==> src/rtl/seg7_decode_monitor.sv <==
// seg7_decode_monitor: synchronise, debounce and decode an active-low 7-segment pattern to a hex digit
// Ports: CLOCK_50 clock, Reset async active-high, SEG[0:6] segments a..g (active low),
//        Ready consumer accept, Valid/Value/Blank/Err decoded result, Overrun sticky overwrite flag,
//        ErrCount[7:0] saturating illegal-pattern count (only when SEG7_ERRCNT_EN is defined)
module seg7_decode_monitor #(
  parameter int STABLE_CYCLES = 4,
  parameter int SYNC_STAGES = 2
) (
  input  logic       CLOCK_50,
  input  logic       Reset,
  input  logic [0:6] SEG,
  input  logic       Ready,
  output logic       Valid,
  output logic [3:0] Value,
  output logic       Blank,
  output logic       Err,
  output logic       Overrun
`ifdef SEG7_ERRCNT_EN
  ,
  output logic [7:0] ErrCount
`endif
);
  localparam int CW = $clog2(STABLE_CYCLES + 1);
  localparam logic [0:0] S_SETTLE = 1'b0;
  localparam logic [0:0] S_STABLE = 1'b1;
  localparam logic [CW-1:0] CMAX = CW'(STABLE_CYCLES);
  logic [SYNC_STAGES*7-1:0] sr;
  logic [0:6] s, s_prev, committed;
  logic [CW-1:0] cnt, cnt_next;
  logic [0:0] state;
  logic chg, commit;
  logic [5:0] d;
  function automatic logic [5:0] dec(input logic [0:6] p);
    case (p)
      7'b0000001: dec = 6'h00;
      7'b1001111: dec = 6'h01;
      7'b0010010: dec = 6'h02;
      7'b0000110: dec = 6'h03;
      7'b1001100: dec = 6'h04;
      7'b0100100: dec = 6'h05;
      7'b0100000: dec = 6'h06;
      7'b0001111: dec = 6'h07;
      7'b0000000: dec = 6'h08;
      7'b0000100: dec = 6'h09;
      7'b0001000: dec = 6'h0A;
      7'b1100000: dec = 6'h0B;
      7'b0110001: dec = 6'h0C;
      7'b1000010: dec = 6'h0D;
      7'b0110000: dec = 6'h0E;
      7'b0111000: dec = 6'h0F;
      7'b1111111: dec = 6'b010000;
      default:    dec = 6'b100000;
    endcase
  endfunction
  assign s = sr[SYNC_STAGES*7-1 -: 7];
  assign d = dec(s);
  always_comb begin
    chg = s != s_prev;
    cnt_next = chg ? CW'(1) : (cnt == CMAX ? cnt : cnt + CW'(1));
    // A commit fires only on entry to STABLE (or re-entry after a change) with a new pattern
    commit = cnt_next == CMAX && (state == S_SETTLE || chg) && s != committed;
  end
  always_ff @(posedge CLOCK_50 or posedge Reset) begin
    if (Reset) begin
      sr <= '1;
      s_prev <= '1;
      cnt <= '0;
      state <= S_SETTLE;
      committed <= '1;
      Valid <= 1'b0;
      Value <= 4'h0;
      Blank <= 1'b1;
      Err <= 1'b0;
      Overrun <= 1'b0;
`ifdef SEG7_ERRCNT_EN
      ErrCount <= 8'h00;
`endif
    end else begin
      sr <= {sr[SYNC_STAGES*7-8:0], SEG};
      s_prev <= s;
      cnt <= cnt_next;
      state <= cnt_next == CMAX ? S_STABLE : S_SETTLE;
      if (commit) begin
        committed <= s;
        {Err, Blank, Value} <= d;
        Valid <= 1'b1;
        if (Valid && !Ready) Overrun <= 1'b1;
`ifdef SEG7_ERRCNT_EN
        if (d[5] && ErrCount != 8'hFF) ErrCount <= ErrCount + 8'h01;
`endif
      end else if (Ready) begin
        Valid <= 1'b0;
      end
    end
  end
endmodule

==> config.mk <==
export PLATFORM = sky130hd
export DESIGN_NAME = seg7_decode_monitor
export DESIGN_NICKNAME = d
export VERILOG_FILES = /design/src/rtl/seg7_decode_monitor.sv
export SDC_FILE = /design/constraint.sdc
export NUM_CORES = 1
export LEC_CHECK = 0
export ABC_AREA = 1
export ABC_CLOCK_PERIOD_IN_PS = 1400
export CORE_UTILIZATION = 50
export DETAILED_ROUTE_END_ITERATION = 16
export PLACE_DENSITY = 0.72
export SYNTH_ARGS = -nofsm -noshare
export SYNTH_HDL_FRONTEND = slang
export SYNTH_SLANG_ARGS = --single-unit
==> constraint.sdc <==
create_clock -name CLOCK_50 -period 1.4 [get_ports CLOCK_50]
set_input_delay 0.35 -clock CLOCK_50 [delete_from_list [all_inputs] [get_ports CLOCK_50]]
set_output_delay 0.35 -clock CLOCK_50 [all_outputs]
set_load 0.03 [all_outputs]
==> metrics.md <==
| Metric | Value |
|---|---|
| Largest net degree at the start of global routing | 41 |
| WP buf/inv | 1 |
| CTS Sinks | 40 |
| FILL cells | between 200 and 250 |
| Worst-margin pin slew | 300 ps |
| Flop pwr share | 50.1% |
| Total number of vias | 1802 |
| Commonest non-fill, non-tap cell in the layout | nand2_1 |
| Final net count | ~320 |
| # diodes | 0 |
| Total power per unit cell area | roughly 830 nW/µm² |
| #FFs+latches synth | 40 |
| Yosys warns | 0 |
| Failing checks | setup timing |
| Routed via count divided by cell count | 5.02 |
| Routed wire length per instance | between 15 and 20 µm |
| Clock Skews | 7.24 ps |
| FMAX | 565 MHz |
| Max incr delay on CP | 620 ps |
| Int Pwr | 1870 µW |
| Global Route Usage Sum | 25.0% |
| Seq/Total Area, Yosys | 52.6% |
| Setup TNS | -4820 ps |
| TritonCTS clock tree | done |
| Critical Path AT | 2010 ps |
| Part of the power in the clock network | a little under two fifths |
| Primary FF master, synth | dfstp_2 |
| DRT iter0 DRCs | roughly 130 |
| Worst Hold Slack | between 300 and 400 ps |
| Switching pwr | 612 µW |
| Final Hold Fails | 0 |
| Syn_nets | 244 |
| Initial antenna violation count | 0 |
| Post-cts hold buffer count | 0 |
| Hold/Removal Path Class | reg2reg |
| CP Class | reg2reg |
| Share of cells above drive strength 1 | 59.8% |
| HPWL after DPL | 3030 µm |
| Worst setup margin | -370 ps |
| CTS max path bufs | 2 |
| CP required | 1640 ps |
| Status | finished with violations |
| Setup crit end kind | flip-flop |
| Final instance count without filler cells | between 300 and 400 |
| Tcrit/Tclk final | 126% |
| Die area | 4200 µm² |
| Max_cap viols | 0 |
| Relative slew slack | 79.9% |
| Final global-route overflow total | 0 |
| Vias in the first global route | 1693 |
| Cell total after placement | 332 |
| Avg Cell Area, Syn | 8.50 µm² |
| Die H | 64.8 µm |
| DRC | 0 |
| Crit Path Max Fanout | 8 |
| Util after Layout | between 80 and 90% |
| Mapped Area | between 1500 and 2000 µm² |
| Net Sw Frac | 24.6% |
| Commonest non-fill, non-tap cells in the layout | nand2_1, buf_4, dfstp_2 |
| Core ar. | ~3700 µm² |
| Worst vdd ir | around 0.85 mV |
| Final setup viols | 19 |
| Std-Cell Rows | 22 |
| Delay-heaviest family, CP | simple AND/OR/NAND/NOR gates |
| Port Buf Inserts | 17 |
| Clk slew on worst S/H paths | 80 ps |
| Boundary Pins | 18 |
| Gpl congestion | 0.932 |
| P_leak | 0.00150 µW |
| Layout area overhead | 52.1% |
| FFs w/ async S/R, synth | 100% |
| Top cell by count, worst path | nand2_1 |
| Gate power share | about an eighth |
| Clk_lat worst skew | 300 ps |
| Synth Instances | 232 |
| Minimum clock period | 1770 ps |
| TritonCTS buffer count | 5 |
| Initial Utilization | 53.1% |
| Critical path, cell by cell | nand2_1 > nand2_1 > nand2_2 > nor2_4 > nand4_4 > nor2_4 > buf_8 > nand2_1 > nand2_1 |
| Die X | 64.8 µm |
| Root buffer cell | clkbuf_8 |
| Global-route wire length before repair | just under 8000 µm |
| Yosys cell types | 24 |
| First-pass iteration count of the detailed router | 4 |
| Fin. max-slew vios | 0 |
| Routed wire length | 5740 µm |
| Startpoint types | flip-flop |
| Crit-path slowest cell | dfstp_2 |
| CTS H-tree lvls | 2 |
| RSZ-0062 raised after global routing | yes |
| Power Total | 2490 µW |
| Antenna viol nets, final | 0 |
| Number of synthesized flops with an enable pin | 0 |
[cell usage after synthesis (3+ instances only)]
cell type	count	area share [%]
nor3_1	5	1.3
xnor2_1	4	1.8
buf_6	6	3.4
o21ai_2	4	1.8
dfstp_2	29	39
nor2_1	27	5.1
dfrtp_1	11	14
nor2_4	3	1.7
o21ai_0	4	1.0
nand3_1	13	3.3
inv_1	20	3.8
nand2_1	87	17
inv_2	4	0.76
[what timing repair did]
item	CTS	global route
pin swaps	11	38
setup endpoints to repair	22	24
setup buffers	9	10
gates resized for setup	21	77
[layer usage]
layer | vias up | global-route usage (%) | wire length, µm
li1 | 867 | - | -
met1 | 856 | 32.7 | 2300
met2 | 57 | 39.6 | 2980
met3 | 22 | 5.28 | 254
met4 | 0 | 11.7 | 206
met5 | - | 0 | 0
[final timing paths]
path,from,to,slack (ps),depth (start not counted)
setup / recovery,sr[10],Blank,-370,9
hold / removal,sr[5],sr[12],360,0
setup reg to reg,sr[10],Blank,-370,9
hold reg to reg,sr[5],sr[12],360,0
max in group asynchronous,Reset,s_prev[4],730,3
min in group asynchronous,Reset,Overrun,410,3
[through the flow]
step | worst slack, ps | area, µm²
global route | -487 | 3000
detailed placement | -261 | 2490
global placement | -245 | 2490
floorplan | -86.3 | 2020
finish | -370 | 3000
CTS | -240 | 2700
[power by group through the flow]
stage	Sequential [µW]	Combinational (µW)	Clock, µW
floorplan	1250	128	0
global placement	1260	208	0
detailed placement	1260	209	0
CTS	1240	233	941
global route	1250	335	998
finish	1250	315	926
[cell families (layout without fill, tap and decap cells)]
logic type / Yosys count / after routing / share of synthesized area [%]
xor gates and xnor gates: 6 / 6 / 2.66
adders and majority gates: 2 / 2 / 1.27
DFF: 40 / 40 / 52.6
AOI/OAI and AO/OA: 12 / 12 / 4.50
buffers and inverters: 31 / 110 / 8.25
and+or+nand+nor: 141 / 141 / 30.7
[state kept, by name, indices dropped and copies added (netlist names)]
register / cells
Blank: 1
Overrun: 1
cnt: 3
s_prev: 7
state: 1
committed: 7
sr: 14
Valid: 1
Value: 4
Err: 1
[layout make-up]
cell class	instances	area, µm²	area share, %
Clock buffer	7	108	3.59
Clock inverter	1	8.76	0.292
Inverter	24	92.6	3.09
Multi-Input combinational cell	161	1030	34.3
Sequential cell	40	1040	34.6
Tap cell	48	60.1	2.00
Timing Repair Buffer	78	664	22.2
Note: power is estimated with default switching activity, not from simulation.
